<file path="src/rtl/cpu_ctrl_pkg.sv">
// Shared constants for the hardwired CPU control unit: opcodes, ALU codes,
// enable/bus bit positions, FSM state encodings and instruction classes.
package cpu_ctrl_pkg;

    localparam logic [4:0] OP_LD   = 5'b00000;
    localparam logic [4:0] OP_LDI  = 5'b00001;
    localparam logic [4:0] OP_ST   = 5'b00010;
    localparam logic [4:0] OP_ADD  = 5'b00011;
    localparam logic [4:0] OP_SUB  = 5'b00100;
    localparam logic [4:0] OP_AND  = 5'b00101;
    localparam logic [4:0] OP_OR   = 5'b00110;
    localparam logic [4:0] OP_SHR  = 5'b00111;
    localparam logic [4:0] OP_SHL  = 5'b01000;
    localparam logic [4:0] OP_ADDI = 5'b01100;
    localparam logic [4:0] OP_ANDI = 5'b01101;
    localparam logic [4:0] OP_ORI  = 5'b01110;
    localparam logic [4:0] OP_BR   = 5'b10010;
    localparam logic [4:0] OP_IN   = 5'b10110;
    localparam logic [4:0] OP_OUT  = 5'b10111;
    localparam logic [4:0] OP_MFHI = 5'b11000;
    localparam logic [4:0] OP_MFLO = 5'b11001;
    localparam logic [4:0] OP_NOP  = 5'b11010;
    localparam logic [4:0] OP_HALT = 5'b11011;

    localparam logic [4:0] ALU_ADD = 5'b00011;
    localparam logic [4:0] ALU_INC = 5'b11111;

    localparam int EN_HI  = 16;
    localparam int EN_LO  = 17;
    localparam int EN_Z   = 18;
    localparam int EN_Y   = 19;
    localparam int EN_PC  = 20;
    localparam int EN_MDR = 21;
    localparam int EN_IR  = 24;
    localparam int EN_MAR = 25;
    localparam int EN_CON = 27;
    localparam int EN_OUT = 28;

    localparam int BS_HI  = 16;
    localparam int BS_LO  = 17;
    localparam int BS_ZHI = 18;
    localparam int BS_ZLO = 19;
    localparam int BS_PC  = 20;
    localparam int BS_MDR = 21;
    localparam int BS_IN  = 22;
    localparam int BS_C   = 23;

    // T4..T7 and the ld/st extra steps are folded into ST_EXEC plus a
    // 4-bit step index.
    localparam logic [2:0] ST_RESET = 3'd0;
    localparam logic [2:0] ST_T0    = 3'd1;
    localparam logic [2:0] ST_T1    = 3'd2;
    localparam logic [2:0] ST_WAIT  = 3'd3;
    localparam logic [2:0] ST_T2    = 3'd4;
    localparam logic [2:0] ST_T3    = 3'd5;
    localparam logic [2:0] ST_EXEC  = 3'd6;
    localparam logic [2:0] ST_HALT  = 3'd7;

    typedef enum logic [3:0] {
        IC_NONE,
        IC_RTYPE,
        IC_ITYPE,
        IC_LDI,
        IC_LD,
        IC_ST,
        IC_BR,
        IC_IN,
        IC_OUT,
        IC_MFHI,
        IC_MFLO,
        IC_HALT
    } instClass_t;

    function automatic instClass_t classify(input logic [4:0] op);
        instClass_t ic;
        case (op)
            OP_ADD, OP_SUB, OP_AND,
            OP_OR, OP_SHR, OP_SHL:   ic = IC_RTYPE;
            OP_ADDI, OP_ANDI,
            OP_ORI:                  ic = IC_ITYPE;
            OP_LDI:                  ic = IC_LDI;
            OP_LD:                   ic = IC_LD;
            OP_ST:                   ic = IC_ST;
            OP_BR:                   ic = IC_BR;
            OP_IN:                   ic = IC_IN;
            OP_OUT:                  ic = IC_OUT;
            OP_MFHI:                 ic = IC_MFHI;
            OP_MFLO:                 ic = IC_MFLO;
            OP_HALT:                 ic = IC_HALT;
            default:                 ic = IC_NONE;
        endcase
        return ic;
    endfunction

    // Index of the final execute step; ld's memory wait does not advance
    // the step index, so it is not counted here.
    function automatic logic [3:0] lastStep(input instClass_t ic);
        logic [3:0] n;
        case (ic)
            IC_RTYPE, IC_ITYPE, IC_LDI: n = 4'd2;
            IC_LD, IC_ST:               n = 4'd4;
            IC_BR:                      n = 4'd3;
            default:                    n = 4'd0;
        endcase
        return n;
    endfunction

endpackage

</file>
<file path="src/rtl/control_unit.sv">
// Hardwired control unit: fetch (T0..T3 with optional RAM wait), decode and
// per-opcode execute steps driving all datapath control inputs.
// Ports: clk/clr (async active-high), IR opcode in [31:27], CONFF branch
// flag; enable/busSelect strobes, ALU op, register-field selects, RAM/MDR
// controls and run (low only in HALT).
module control_unit
    import cpu_ctrl_pkg::*;
#(
    parameter int MEM_WAIT = 0
) (
    input  logic        clk,
    input  logic        clr,
    input  logic [31:0] IR,
    input  logic        CONFF,
    output logic [31:0] enable,
    output logic [31:0] busSelect,
    output logic [4:0]  Control_Signals,
    output logic        Gra,
    output logic        Grb,
    output logic        Grc,
    output logic        Rin,
    output logic        Rout,
    output logic        BAout,
    output logic        MD_Read,
    output logic        ReadRAM,
    output logic        WriteRAM,
    output logic        run
);

    localparam logic [2:0] WAIT_MAX = 3'(MEM_WAIT);
    localparam logic [2:0] WAIT_LAST =
        (MEM_WAIT > 0) ? 3'(MEM_WAIT - 1) : 3'd0;
    localparam bit NO_WAIT = (MEM_WAIT == 0);

    logic [2:0] state;
    logic [2:0] stateNext;
    logic [3:0] step;
    logic [3:0] stepNext;
    logic [2:0] waitCnt;
    logic       waitDone;
    logic       ldReadStep;
    logic [4:0] opcode;
    instClass_t iClass;
    logic       unusedIrBits;

    assign opcode       = IR[31:27];
    assign unusedIrBits = ^IR[26:0];
    assign iClass       = classify(opcode);
    assign waitDone     = (waitCnt == WAIT_MAX);
    // ld's read step holds for MEM_WAIT cycles before the MDR capture.
    assign ldReadStep   = (state == ST_EXEC) &&
                          (iClass == IC_LD) &&
                          (step == 4'd3);

    always_ff @(posedge clk or posedge clr) begin
        if (clr) begin
            state   <= ST_RESET;
            step    <= 4'd0;
            waitCnt <= 3'd0;
        end else begin
            state <= stateNext;
            step  <= stepNext;
            if ((state == ST_WAIT) ||
                (ldReadStep && !waitDone)) begin
                waitCnt <= waitCnt + 3'd1;
            end else begin
                waitCnt <= 3'd0;
            end
        end
    end

    always_comb begin
        stateNext = state;
        stepNext  = step;
        unique case (state)
            ST_RESET: stateNext = ST_T0;
            ST_T0:    stateNext = ST_T1;
            ST_T1:    stateNext = NO_WAIT ? ST_T2 : ST_WAIT;
            ST_WAIT: begin
                if (waitCnt == WAIT_LAST) begin
                    stateNext = ST_T2;
                end
            end
            ST_T2:    stateNext = ST_T3;
            // The fetched word must be on IR by T3 so that nop/halt
            // can leave without an execute cycle.
            ST_T3: begin
                stepNext = 4'd0;
                if (iClass == IC_HALT) begin
                    stateNext = ST_HALT;
                end else if (iClass == IC_NONE) begin
                    stateNext = ST_T0;
                end else begin
                    stateNext = ST_EXEC;
                end
            end
            ST_EXEC: begin
                if (ldReadStep && !waitDone) begin
                    stepNext = step;
                end else if (step == lastStep(iClass)) begin
                    stateNext = ST_T0;
                    stepNext  = 4'd0;
                end else begin
                    stepNext = step + 4'd1;
                end
            end
            ST_HALT:  stateNext = ST_HALT;
            default:  stateNext = ST_RESET;
        endcase
    end

    always_comb begin
        enable          = '0;
        busSelect       = '0;
        Control_Signals = '0;
        Gra             = 1'b0;
        Grb             = 1'b0;
        Grc             = 1'b0;
        Rin             = 1'b0;
        Rout            = 1'b0;
        BAout           = 1'b0;
        MD_Read         = 1'b0;
        ReadRAM         = 1'b0;
        WriteRAM        = 1'b0;
        run             = (state != ST_HALT);

        unique case (1'b1)
            (state == ST_T0): begin
                busSelect[BS_PC] = 1'b1;
                enable[EN_MAR]   = 1'b1;
                enable[EN_Z]     = 1'b1;
                Control_Signals  = ALU_INC;
            end
            (state == ST_T1): begin
                busSelect[BS_ZLO] = 1'b1;
                enable[EN_PC]     = 1'b1;
                ReadRAM           = 1'b1;
            end
            (state == ST_WAIT): begin
                ReadRAM = 1'b1;
            end
            (state == ST_T2): begin
                ReadRAM        = 1'b1;
                MD_Read        = 1'b1;
                enable[EN_MDR] = 1'b1;
            end
            (state == ST_T3): begin
                busSelect[BS_MDR] = 1'b1;
                enable[EN_IR]     = 1'b1;
            end
            (state == ST_EXEC): begin
                unique case (iClass)
                    IC_RTYPE, IC_ITYPE: begin
                        case (step)
                            4'd0: begin
                                Grb          = 1'b1;
                                Rout         = 1'b1;
                                enable[EN_Y] = 1'b1;
                            end
                            4'd1: begin
                                Control_Signals = opcode;
                                enable[EN_Z]    = 1'b1;
                                if (iClass == IC_RTYPE) begin
                                    Grc  = 1'b1;
                                    Rout = 1'b1;
                                end else begin
                                    busSelect[BS_C] = 1'b1;
                                end
                            end
                            4'd2: begin
                                busSelect[BS_ZLO] = 1'b1;
                                Gra               = 1'b1;
                                Rin               = 1'b1;
                            end
                            default: ;
                        endcase
                    end
                    IC_LDI, IC_LD, IC_ST: begin
                        case (step)
                            4'd0: begin
                                Grb          = 1'b1;
                                BAout        = 1'b1;
                                enable[EN_Y] = 1'b1;
                            end
                            4'd1: begin
                                busSelect[BS_C] = 1'b1;
                                Control_Signals = ALU_ADD;
                                enable[EN_Z]    = 1'b1;
                            end
                            4'd2: begin
                                busSelect[BS_ZLO] = 1'b1;
                                if (iClass == IC_LDI) begin
                                    Gra = 1'b1;
                                    Rin = 1'b1;
                                end else begin
                                    enable[EN_MAR] = 1'b1;
                                end
                            end
                            4'd3: begin
                                if (iClass == IC_LD) begin
                                    ReadRAM = 1'b1;
                                    if (waitDone) begin
                                        MD_Read        = 1'b1;
                                        enable[EN_MDR] = 1'b1;
                                    end
                                end else if (iClass == IC_ST) begin
                                    Gra            = 1'b1;
                                    Rout           = 1'b1;
                                    enable[EN_MDR] = 1'b1;
                                end
                            end
                            4'd4: begin
                                if (iClass == IC_LD) begin
                                    busSelect[BS_MDR] = 1'b1;
                                    Gra               = 1'b1;
                                    Rin               = 1'b1;
                                end else if (iClass == IC_ST) begin
                                    WriteRAM = 1'b1;
                                end
                            end
                            default: ;
                        endcase
                    end
                    IC_BR: begin
                        case (step)
                            4'd0: begin
                                Gra            = 1'b1;
                                Rout           = 1'b1;
                                enable[EN_CON] = 1'b1;
                            end
                            4'd1: begin
                                busSelect[BS_PC] = 1'b1;
                                enable[EN_Y]     = 1'b1;
                            end
                            4'd2: begin
                                busSelect[BS_C] = 1'b1;
                                Control_Signals = ALU_ADD;
                                enable[EN_Z]    = 1'b1;
                            end
                            4'd3: begin
                                if (CONFF) begin
                                    busSelect[BS_ZLO] = 1'b1;
                                    enable[EN_PC]     = 1'b1;
                                end
                            end
                            default: ;
                        endcase
                    end
                    IC_IN: begin
                        busSelect[BS_IN] = 1'b1;
                        Gra              = 1'b1;
                        Rin              = 1'b1;
                    end
                    IC_OUT: begin
                        Gra            = 1'b1;
                        Rout           = 1'b1;
                        enable[EN_OUT] = 1'b1;
                    end
                    IC_MFHI: begin
                        busSelect[BS_HI] = 1'b1;
                        Gra              = 1'b1;
                        Rin              = 1'b1;
                    end
                    IC_MFLO: begin
                        busSelect[BS_LO] = 1'b1;
                        Gra              = 1'b1;
                        Rin              = 1'b1;
                    end
                    default: ;
                endcase
            end
            default: ;
        endcase

        // Reset forces quiet outputs in the same cycle it is raised.
        if (clr) begin
            enable          = '0;
            busSelect       = '0;
            Control_Signals = '0;
            Gra             = 1'b0;
            Grb             = 1'b0;
            Grc             = 1'b0;
            Rin             = 1'b0;
            Rout            = 1'b0;
            BAout           = 1'b0;
            MD_Read         = 1'b0;
            ReadRAM         = 1'b0;
            WriteRAM        = 1'b0;
            run             = 1'b1;
        end
    end

endmodule

</file>
<file path="config.mk">
export PLATFORM = sky130hd
export DESIGN_NAME = control_unit
export DESIGN_NICKNAME = d
export VERILOG_FILES = /design/src/rtl/cpu_ctrl_pkg.sv /design/src/rtl/control_unit.sv
export SDC_FILE = /design/constraint.sdc
export NUM_CORES = 1
export LEC_CHECK = 0
export CORE_MARGIN = 2
export CORE_UTILIZATION = 41
export DETAILED_ROUTE_END_ITERATION = 12
export GPL_TIMING_DRIVEN = 0
export PLACE_DENSITY = 0.88
export SLEW_MARGIN = 5
export SYNTH_ARGS = -nofsm -noshare
export SYNTH_HDL_FRONTEND = slang
export SYNTH_SLANG_ARGS = --single-unit
</file>
<file path="constraint.sdc">
create_clock -name clk -period 6.35 [get_ports clk]
set_input_delay 0.9525 -clock clk [delete_from_list [all_inputs] [get_ports clk]]
set_output_delay 0.9525 -clock clk [all_outputs]
set_load 0.05 [all_outputs]
</file>
Word level (Yosys, flattened, before mapping)
Memory sizes are Yosys's and may differ from the RTL's.
Cells that the tools add are included.
{"block": "classes", "mux": 101, "reduce_logical": 20, "n_eq_ne": 27, "addsub": 2}
{"operator": "$mux 1", "n": 59}
{"operator": "$mux 29", "n": 1}
{"operator": "$mux 24", "n": 1}
{"operator": "$pmux 1 s2", "n": 12}
{"operator": "$pmux 3 s8", "n": 1}
{"operator": "$eq 4x3->1 const B", "n": 5}
{"operator": "$mux 3", "n": 6}
{"operator": "$eq 4x2->1 const B", "n": 4}
{"operator": "$eq 4x4->1 const B", "n": 4}
{"operator": "$mux 4", "n": 4}
{"operator": "$pmux 5 s3", "n": 1}
{"operator": "$eq 3x3->1 const B", "n": 4}
{"operator": "$reduce_or 3->1", "n": 4}
{"operator": "$mux 2", "n": 5}
{"operator": "$mux 5", "n": 2}
{"operator": "$pmux 5 s2", "n": 1}
{"operator": "$pmux 1 s3", "n": 3}
{"operator": "$pmux 3 s3", "n": 1}
{"operator": "$eq 4x1->1 const B", "n": 2}
{"operator": "$logic_not 4->1", "n": 2}
{"operator": "$pmux 1 s4", "n": 2}
{"operator": "$pmux 4 s2", "n": 1}
{"operator": "$eq 3x2->1 const B", "n": 2}
{"operator": "$logic_not 3->1", "n": 2}
{"operator": "16 further kinds", "n": 21}
{"block": "word_totals", "output_inout_bits": 79, "input_bits": 35, "register_bits": 10, "word_cells": 154, "memories": 1, "rom_bits": 128}
{"memory": "(no name shown)", "words": 32, "word_bits": 4, "read_ports": 1, "rd_clocked_by_memory_dff": 0, "wr": 0, "line_no": "cpu_ctrl_pkg.sv:76", "text": "case (op)"}

Logic depth before layout (Yosys ltp)
Gate-level depths: netlist of run 1.
An unclocked memory read counts as a cell.
{"block": "depth", "ltp_word": 11, "mapped_depth": 10, "ltp_nobuf": 9}

Worst setup path before layout of run 1
OpenSTA, ideal clock, no wires.
{"block": "synth_timing", "path_type": "input to output", "from": "input port IR[27]", "to": "output port enable[21]", "required_ns": 5.398, "path_stages": 9, "arrival_ns": 3.731, "path_buffers": 0, "setup_slack_ns": 1.666, "path_cell_list": "inv_1 -> ha_1 -> nor2b_1 -> a311oi_2 -> o211ai_2 -> or3_1 -> or2_1 -> a211oi_2 -> or2_1"}
{"block": "synth_between", "elab_chain_cells": 8, "word_cells_on_any_way": 11, "classes_between": "eq/ne (3); mux (6); reduce/logical (1); memory (1)"}
{"element": "from (decl)", "line_no": "control_unit.sv:13", "text": "input logic [31:0] IR,"}
{"element": "$mem_v2 32x4 (*)"}
{"element": "$eq 4x3->1", "line_no": "control_unit.sv:152, control_unit.sv:206"}
{"element": "$mux 1", "line_no": "control_unit.sv:206", "text": "end else if (iClass == IC_ST) begin"}
{"element": "$mux 1", "line_no": "control_unit.sv:200", "text": "if (iClass == IC_LD) begin"}
{"element": "$mux 1", "line_no": "control_unit.sv:179", "text": "case (step)"}
{"element": "$mux 1 (*)", "line_no": "control_unit.sv:152", "text": "unique case (iClass)"}
{"element": "$pmux 1 s2 (*)", "line_no": "control_unit.sv:127", "text": "unique case (1'b1)"}
{"element": "$mux 29 (*)", "line_no": "control_unit.sv:276", "text": "if (clr) begin"}
{"element": "to (decl)", "line_no": "control_unit.sv:15", "text": "output logic [31:0] enable,"}
Every way passes the cells marked *; elsewhere a longest branch is shown, timed or not.

Worst setup path in the final report of run 1
Same ends and word-level chain as after synthesis.

==> results.md, run 1 <==
- Status: completed
- Hold Path Sink: waitCnt[0]
- Relative slew margins: 0.6050
- Synth Area in Simple Gates: 0.3020
- Starting density of the core: 0.4282
- Setup crit start kind: input pin
- Post-route ant nets: 0
- DR pass1 iterations: 4
- Final worst path period share: 0.8676
- WP buf/inv: 3
- Final Hold Viols: 0
- Area contributors post-synth: buf_4 (20%), dfrtp_1 (13%), ha_1 (8.1%), nand2_1 (5.8%), nor2_1 (5.2%)
- Detailed placement HPWL: 3.785 mm
- Dominant cell type by area after synthesis: buf_4
- Seq/Total Area, Yosys: 0.1342
- Area of the die: 5102 um^2
- Most numerous cell in the Yosys netlist: buf_4
- GRT Residual Overflow: 0
- Nets: 403
- Initial drt markers: 176
- R2r setup slk: 4.33 ns
- FFs w/ async S/R, synth: 1.000
- Pre-CTS WS: 0.8597 ns
- GP Congestion: 0.9330
- Antenna violations before repair: 0
- CTS tree: yes
- Max Transition Viols Final: 0
- Total Wirelength: 4.724 mm
- CP Capture Type: output pin
- VDD IR max: 0.1067 mV
- Routed len/inst: 11.61 um
- Via count: 1,996
- Worst R2R Start: step[2]
- # DRC: 0
- CP Class: in2out
- CTS Root Cell: clkbuf_8
- Xor/xnor share of the synthesized area: 0.01879
- Synth Area in Compound Gates: 0.2208
- Clk_skew: about 0.0027 ns
- WHS Path Cells: 1
- Layout cells sized above 1: 0.1887
- Die width: just over 70 um
- Cts repair resizes: 0
- Mapped Cells: 267
- CP top delay family: buffers and inverters
- Via density per instance: 4.904
- Reg clk slew, reported paths: about 0.050 ns
- Max Cap Viol: 0
- Leak: between 1 and 1.5 nW
- WHS: approximately 0.45 ns
- Ports: 114
- R2r worst-path depth: 7
- Prevailing post-synth register cell: dfrtp_1
- Top cell type's share of synthesized area: 0.1973
- Largest net degree at the start of global routing: 14
- Setup TNS: 0 ns
- Cell area after layout: approximately 2500 um^2
- Max FO, Critical Path: 10
- Post-synthesis mux area share: 0
- Critical Path, Cell by Cell: clkdlybuf4s50_1 > inv_1 > ha_1 > nor2b_1 > a311oi_2 > o211ai_2 > or3_1 > or2_1 > a211oi_2 > or2_1 > clkdlybuf4s50_1
- H-tree depth: 1
- Synth top cells by count: buf_4 (49), nand2_1 (29), nor2_1 (26), o21ai_0 (15), nand3_1 (14)
- Adder-cell share of the synthesized area: 0.08054
- Syn_area_per_cell: between 6 and 7 um^2
- Clock latency on the worst-skew pair: 0.24 ns
- Area grow syn2layout: 35.44%
- Mapped cell area: 1864 um^2
- Port Buffer Count: 36
- Fillers: 407
- Endpoints failing setup: 0
- Total Routing Usage GR: 0.1828
- Core ar.: 4354 um^2
- Die Height: 71.43 um
- Flops & latches, synth: 10
- Num CTS Buffers: 3
- Row count: 24
- Final min period: 5.509 ns
- Hold_sp: waitCnt[0]
- Hold Crit Class: reg2reg
- CP required: 5.40 ns
- Final worst slack: about 0.84 ns
- Number of synthesized flops with an enable pin: 0
- CP max-delay cell: clkdlybuf4s50_1
- Clock Sinks: 10
- Max Fclk: 181.5 MHz
- ANT cells: 0
- Total Power: 0.6061 mW
- RSZ-0062 raised after global routing: false
- CP Data Arrival Time: 4.56 ns
- Yosys cell types: 50
- Hold buffer count at CTS: 0
- Post-CTS Setup Inserts: 0
- Placement Cell Area: 2470 um^2
- Worst-margin pin slew: 0.5926 ns
- Vias in the first global route: 1,740
- Clock buffer depth: 2
- Combinational family with the most area after synthesis: simple AND/OR/NAND/NOR gates
- Reg2reg end: state[2]
- Warnings, synthesis: 0
- Crit-path max cell delay: 0.79 ns
- Global-route wire length before repair: between 7 and 8 mm
- PwrDens: 240.0 nW/um^2
==> final cells by class <==
type | count | area, um^2 | share of cell area
plain buffers | 59 | 409.1 | 0.1620
inverters | 11 | 41.29 | 0.01635
clock buffers | 4 | 55.05 | 0.02180
multi-input cells | 235 | 1344 | 0.5322
repair buffers | 36 | 360.3 | 0.1427
well taps | 52 | 65.06 | 0.02577
flip-flops and latches | 10 | 250.2 | 0.09911
==> kinds of logic (layout without fill, tap and decap cells) <==
logic type,Yosys count,count (layout)
AOI/OAI and AO/OA,57,57
xor gates and xnor gates,4,4
adders and majority gates,12,12
buffers and inverters,70,110
DFF,10,10
other,1,49
and+or+nand+nor,113,113
==> worst max path at each step <==
stage	slack (ns)	cells after the start	to	from
floorplan	1.67	9	enable[21]	IR[27]
global placement	0.92	11	enable[21]	IR[27]
detailed placement	0.86	11	enable[21]	IR[27]
CTS	0.85	11	enable[21]	IR[27]
global route	0.65	12	enable[18]	IR[27]
finish	0.84	11	enable[21]	IR[27]
==> flip-flops by register name, indices dropped and copies added (netlist names) <==
register  flops
step          4
state         3
waitCnt       3
==> metal layers <==
metal | share of wire | vias to the layer above | track usage
met5 | 0 | - | 0
met2 | 0.47 | 103 | 0.3056
met1 | 0.43 | 875 | 0.2431
li1 | - | 1009 | -
met4 | 0.018 | 0 | 0.06080
met3 | 0.089 | 9 | 0.02391
==> where the power goes <==
part           switching [mW]  internal (mW)  leakage, nW  total [mW]
registers              0.0161         0.0789        0.128      0.0950
logic                   0.293          0.136         1.02       0.430
clock network          0.0267         0.0546       0.0288      0.0814
==> cell usage in the layout (no fill, tap or decap), types with 3 or more instances in the layout <==
cell              n
a21oi_1           9
nor2b_1           7
nand2b_1          5
inv_1            10
clkdlybuf4s50_1  36
clkbuf_1          7
nor3_1           10
or3_1             3
conb_1           49
nor2_1           26
and3_1            3
and3b_1           3
buf_4            49
ha_1             12
dfrtp_1          10
o21a_1            3
o22ai_1           4
nand2_1          29
o21ai_0          15
nand3_1          14
buf_2             3
clkbuf_8          4
xnor2_1           3
==> metrics by stage <==
| stage | util | instances |
|---|---|---|
| 2_1_floorplan | - | 315 |
| 3_3_place_gp | 0.5672 | 403 |
| 3_5_place_dp | 0.5672 | 403 |
| 4_1_cts | 0.5799 | 407 |
| 5_1_grt | 0.5799 | 407 |
| 6_report | 0.5799 | 407 |
Note: power is estimated with default switching activity, not from simulation.
==> inputs of run 2 (changes only) <==
CORE_UTILIZATION = 60   (was 41)
DONT_BUFFER_PORTS = 1   (was default)
PLACE_DENSITY = 0.76   (was 0.88)
==> run 2 against run 1 <==
  * Clock skew is essentially flat
  * Sequential share of layout area grew 1.7 points
  * Via count decreased by 7.4%
  * Cell count is 14% lower
  * Critical path depth is 2 lower
  * Non-clock buffer count shrank 36
  * Maximum frequency grew 12%
  * Register-to-register slack barely moved
  * Routed wire length shrank 8.0%
  * Largest cell class unchanged
  * Largest power group unchanged
==> results.md, run 2 (same netlist as run 1, synthesis figures left out) <==
- Status: completed (unchanged)
- Total Routing Usage GR: 0.2449 (was 0.1828)
- Placement Cell Area: 2116 um^2 (was 2470 um^2)
- Hold buffer count at CTS: 0 (unchanged)
- Global-route wire length before repair: 6.782 mm (was 7.755 mm)
- Via density per instance: 5.253 (was 4.904)
- GP Congestion: 0.9146 (was 0.9330)
- Clock power share: 0.110 (was 0.134)
- Relative slew margins: 0.2652 (was 0.6050)
- Routed len/inst: 12.34 um (was 11.61 um)
- Max reg flops: 4 (unchanged)
- Layout cells sized above 1: 0.2288 (was 0.1887)
- Net switching power: 0.3246 mW (was 0.3363 mW)
- Gate power share: 0.716 (was 0.709)
- Row count: 20 (was 24)
- Vias in the first global route: 1,525 (was 1,740)
- Area grow syn2layout: 15.44% (was 35.44%)
- Non-filler cells, final: 352 (was 407)
- # DRC: 0 (unchanged)
- WP buf/inv: 1 (was 3)
- Crit-path max cell delay: 0.82 ns (was 0.79 ns)
- PwrDens: 250.8 nW/um^2 (was 240.0 nW/um^2)
- Most flop-heavy register: step (unchanged)
- Clock buffer depth: 2 (unchanged)
- Antenna violations before repair: 0 (unchanged)
- Max Cap Viol: 0 (unchanged)
- CP Capture Type: output pin (unchanged)
- Ports: 114 (unchanged)
- H-tree depth: 1 (unchanged)
- Cell area after layout: 2152 um^2 (was 2525 um^2)
- Die Height: 59.74 um (was 71.43 um)
- Port Buffer Count: 0 (was 36)
- DR pass1 iterations: 5 (was 4)
- Reg clk slew, reported paths: 0.07 ns (was 0.05 ns)
- Total Wirelength: 4.345 mm (was 4.724 mm)
- Initial drt markers: 135 (was 176)
- Worst-margin pin slew: 1.119 ns (was 0.5926 ns)
- Sequential power share: 0.174 (was 0.157)
- Largest regs: step (4), state (3), waitCnt (3) (unchanged)
- Max Transition Viols Final: 0 (unchanged)
- Final worst path period share: 0.7749 (was 0.8676)
- Most frequent cells in the layout: buf_4 (49), conb_1 (49), nand2_1 (29) (was buf_4 (49), conb_1 (49), clkdlybuf4s50_1 (36))
- WHS: 0.4616 ns (was 0.4511 ns)
- Clk_skew: 0.002422 ns (was 0.002736 ns)
- Die width: 59.74 um (was 71.43 um)
- Core ar.: 3003 um^2 (was 4354 um^2)
- Clock latency on the worst-skew pair: 0.27 ns (was 0.24 ns)
- Clock Sinks: 10 (unchanged)
- Starting density of the core: 0.6208 (was 0.4282)
- Area of the die: 3569 um^2 (was 5102 um^2)
- Hold Crit Class: reg2reg (unchanged)
- CP Class: in2out (unchanged)
- Max FO, Critical Path: 10 (unchanged)
- CP top delay family: compound AO/OA/AOI/OAI gates (was buffers and inverters)
- CP required: 5.40 ns (about the same)
- Largest net degree at the start of global routing: 14 (unchanged)
- Num CTS Buffers: 3 (unchanged)
- CTS Root Cell: clkbuf_4 (was clkbuf_8)
- Max Fclk: 203.2 MHz (was 181.5 MHz)
- Sw Ratio: 0.6014 (was 0.5548)
- Endpoints failing setup: 0 (unchanged)
- Placed Cells: 348 (was 403)
- CP most frequent cell: or2_1
- Final Hold Viols: 0 (unchanged)
- ANT cells: 0 (unchanged)
- Layout Utilization: 0.7167 (was 0.5799)
- CTS tree: yes (unchanged)
- Leak: 1.050 nW (was 1.180 nW)
- CP max-delay cell: a211oi_2 (was clkdlybuf4s50_1)
- Via count: 1,849 (was 1,996)
- Pint: 0.2151 mW (was 0.2698 mW)
- CP Data Arrival Time: 3.97 ns (was 4.56 ns)
- Fillers: 287 (was 407)
- Setup crit start kind: input pin (unchanged)
- Nets: 367 (was 403)
- Critical Path, Cell by Cell: inv_1 > ha_1 > nor2b_1 > a311oi_2 > o211ai_2 > or3_1 > or2_1 > a211oi_2 > or2_1 (was clkdlybuf4s50_1 > inv_1 > ha_1 > nor2b_1 > a311oi_2 > o211ai_2 > or3_1 > or2_1 > a211oi_2 > or2_1 > clkdlybuf4s50_1)
- VDD IR max: 0.1036 mV (was 0.1067 mV)
- GRT Residual Overflow: 0 (unchanged)
- Detailed placement HPWL: 3.541 mm (was 3.785 mm)
- Setup TNS: 0 ns (unchanged)
- Post-CTS Setup Inserts: 0 (unchanged)
- Final min period: 4.920 ns (was 5.509 ns)
- Post-route ant nets: 0 (unchanged)
- Cts repair resizes: 0 (unchanged)
- RSZ-0062 raised after global routing: false (unchanged)
-- run 2: changes by cell type in the layout (fill, tap and decap cells not counted), sizes merged --
cell	delta
clkdlybuf4s50	-36
-- run 2: path summary, 6_finish.rpt --
check | startpoint | endpoint | slack (ns) | cells after the start
hold / removal | waitCnt[0] | waitCnt[0] | 0.46 | 1
setup / recovery | IR[27] | enable[21] | 1.43 | 9
hold reg to reg | waitCnt[0] | waitCnt[0] | 0.46 | 1
max in group asynchronous | clr | waitCnt[2] | 5.48 | 1
min in group asynchronous | clr | state[1] | 0.57 | 1
setup reg to reg | step[2] | step[1] | 4.33 | 7
-- run 2: final cells by class --
type | instances | area, um^2 | share of cell area
multi-input cells | 235 | 1374 | 0.6384
plain buffers | 59 | 409.1 | 0.1901
flip-flops and latches | 10 | 250.2 | 0.1163
inverters | 11 | 41.29 | 0.01919
well taps | 33 | 41.29 | 0.01919
clock buffers | 4 | 36.28 | 0.01686
-- run 2: power by group through the flow --
stage	clock (mW)	sequential [mW]	combinational (mW)
floorplan	0	0.0909	0.333
global placement	0	0.0944	0.375
detailed placement	0	0.0951	0.381
CTS	0.0594	0.0938	0.382
global route	0.0636	0.0958	0.415
finish	0.0591	0.0940	0.387
-- run 2: per-layer routing --
metal	track usage	routed length, um	vias to the layer above
met5	0	0	-
met4	0.1079	85	0
met3	0.04113	409	8
met2	0.3991	2046	75
met1	0.3150	1804	824
li1	-	-	942
-- run 2: stage by stage --
stage	setup slack (ns)	power [mW]
floorplan	1.666	0.4238
global placement	1.450	0.4695
detailed placement	1.428	0.4760
CTS	1.426	0.5355
global route	1.258	0.5742
finish	1.430	0.5397
==> inputs of run 3 (changes only) <==
clock period = 5.05 ns   (was 6.35 ns; I/O delays follow)
==> results of run 3 <==
The final DEF is identical to that of run 2. Status: completed.
Main changes from that run: setup slack after placement 1.428 ns -> 0.5183 ns; setup slack after layout 1.430 ns -> 0.5197 ns; hold slack 0.4616 ns -> 0.3707 ns; register-to-register setup slack 4.33 ns -> 3.03 ns; total power 0.5397 mW -> 0.6786 mW; worst IR drop on VDD 0.1036 mV -> 0.1303 mV
==> patch, RTL diff (config.mk and constraints of run 3) <==
Add an input register stage for `IR` and `CONFF`; this delays them by one clock.
--- a/src/rtl/control_unit.sv
+++ b/src/rtl/control_unit.sv
@@ -32,6 +32,14 @@
         (MEM_WAIT > 0) ? 3'(MEM_WAIT - 1) : 3'd0;
     localparam bit NO_WAIT = (MEM_WAIT == 0);
 
+    logic [31:0] IR_q;
+    logic CONFF_q;
+
+    always_ff @(posedge clk) begin
+        IR_q    <= IR;
+        CONFF_q <= CONFF;
+    end
+
     logic [2:0] state;
     logic [2:0] stateNext;
     logic [3:0] step;
@@ -43,8 +51,8 @@
     instClass_t iClass;
     logic       unusedIrBits;
 
-    assign opcode       = IR[31:27];
-    assign unusedIrBits = ^IR[26:0];
+    assign opcode       = IR_q[31:27];
+    assign unusedIrBits = ^IR_q[26:0];
     assign iClass       = classify(opcode);
     assign waitDone     = (waitCnt == WAIT_MAX);
     // ld's read step holds for MEM_WAIT cycles before the MDR capture.
@@ -238,7 +246,7 @@
                                 enable[EN_Z]    = 1'b1;
                             end
                             4'd3: begin
-                                if (CONFF) begin
+                                if (CONFF_q) begin
                                     busSelect[BS_ZLO] = 1'b1;
                                     enable[EN_PC]     = 1'b1;
                                 end
Function: changed (Yosys sat finds a counterexample within 10 cycles, from zero or initial values).
==> patch against run 3 <==
  * Count of clock-buffer cells in the layout is the same
  * Register-to-register slack worse by 140 ps
  * Area after synthesis rose by 12%
  * Setup slack improved by 810 ps
  * First-iteration DRC count is 75% higher
  * Clock power increased by 31%
  * Die area grew 11%
  * Power grew 24%
  * Design area up 12%
  * Routed wire length rose by 12%
  * Sequential cell count up 10
==> patch: results (changes against run 3) <==
- Status: complete, no violations
- Wire length per cell: 13.0 um (+5.3%)
- Vias in the first global route: 1736 (+14%)
- Largest net degree at the start of global routing: 13 (-1)
- Leakage power: 1.16 nW (+10%)
- Port Buffers: 0 (unchanged)
- HPWL Detailed: 3.75 mm (+5.9%)
- Worst-case clock skew: 7.66 ps (+5.24 ps)
- Worst-path clk slew: 120 ps (+50 ps)
- First-pass iteration count of the detailed router: 5 (unchanged)
- R2R depth: 6 (-1)
- Top post-synthesis cells by count: buf_4 (51), nor2_1 (24), nand2_1 (22), a21oi_1 (14), ha_1 (12)
- Clk_lat worst skew: 320 ps (+50 ps)
- First-pass GRT wire length: 7.83 mm (+15%)
- Max reg flops: 5 (+1)
- Vias per cell: 5.27 (+0.36%)
- XOR/XNOR Fraction of Synth Area: 1.26% (-0.62 points)
- Net count, final: 377 (+2.7%)
- Register area share after synthesis: 21.6% (+8.2 points)
- Filler cell count: 290 (+1.0%)
- Unique masters post-synth: 57 (+14%)
- RePlAce Congestion: 0.959 (+4.9%)
- Placement Setup Slack: 1410 ps (+892 ps)
- Peak supply drop: 171 uV (+31%)
- Fraction of layout cells with a size suffix above 1: 22.5% (-0.39 points)
- GRT Total Usage: 23.9% (-0.59 points)
- CP max FO: 6 (-4)
- Hold Path Class: input port to asynchronous set/reset pin
- Synth Area in Adders: 7.22% (-0.84 points)
- Top_reg_cell synth: dfxtp_1
- Slew HR: 15.2% (-11 points)
- Asr flop ratio synth: 50.0% (-50 points)
- Slowest CP cell: a21oi_1
- Largest Register: IR_q
- Complex-gate fraction of the synthesized area: 18.7% (-3.4 points)
- Placed instance area: 2370 sq um (+12%)
- H-tree Lvls: 1 (unchanged)
-- patch: changes by cell type after synthesis, sizes merged, moves of 4 or more --
cell,delta
clkbuf,+4
nor4,+4
dfxtp,+10
o21ai,-4
a21oi,+5
nand2,-7
-- patch: metrics by stage --
stage	cells	power [W]	utilization, %
CTS	375	0.000827	72.2
finish	375	0.000842	72.2
global route	375	0.000884	72.2
floorplan	325	0.000658	-
global placement	371	0.000716	69.5
detailed placement	371	0.000732	71.1
-- patch: worst paths after layout --
kind                             from         end  slack, ps
min reg2reg                waitCnt[0]  waitCnt[0]        460
min in group clk               IR[29]    IR_q[29]        460
min                               clr    state[1]        310
max reg2reg                   step[1]     step[1]       2890
max in group asynchronous         clr  waitCnt[1]       4440
max                           step[0]         Gra       1330
-- patch: area by class of cell --
| class | count | area (sq um) | area share, % |
|---|---|---|---|
| Buffer | 65 | 439 | 18.2 |
| Sequential cell | 20 | 450 | 18.7 |
| Inverter | 10 | 37.5 | 1.56 |
| Tap cell | 46 | 57.6 | 2.39 |
| Clock buffer | 4 | 36.3 | 1.51 |
| Multi-Input combinational cell | 230 | 1390 | 57.6 |
-- patch: power breakdown --
part	internal (W)	switching, W	total [W]
clock network	0.0000442	0.0000530	0.0000971
registers	0.000183	0.0000222	0.000206
logic	0.000140	0.000399	0.000539
-- patch: kinds of logic (layout without fill, tap and decap cells) --
kind of cell	count (synthesis)	after routing
DFF	20	20
buffers and inverters	75	79
AOI/OAI and AO/OA	57	57
xor gates and xnor gates	3	3
and+or+nand+nor	109	109
adders and majority gates	12	12
other	1	49
-- patch: routing by layer --
layer	up-vias	global-route usage [%]	share of wire, %	wire length [um]
li1	966	-	-	-
met1	878	29.7	40	1930
met2	122	42.4	50	2440
met3	11	5.23	9.0	438
met4	0	4.44	1.3	65
met5	-	0	0	0
-- patch: worst max-delay path: cells and delay by family (launching register included) --
family / cells / cell delay [ps]
AOI/OAI and AO/OA: 2 / 950
and+or+nand+nor: 3 / 740
DFF: 1 / 470
adders and majority gates: 1 / 300
buffers and inverters: 1 / 190
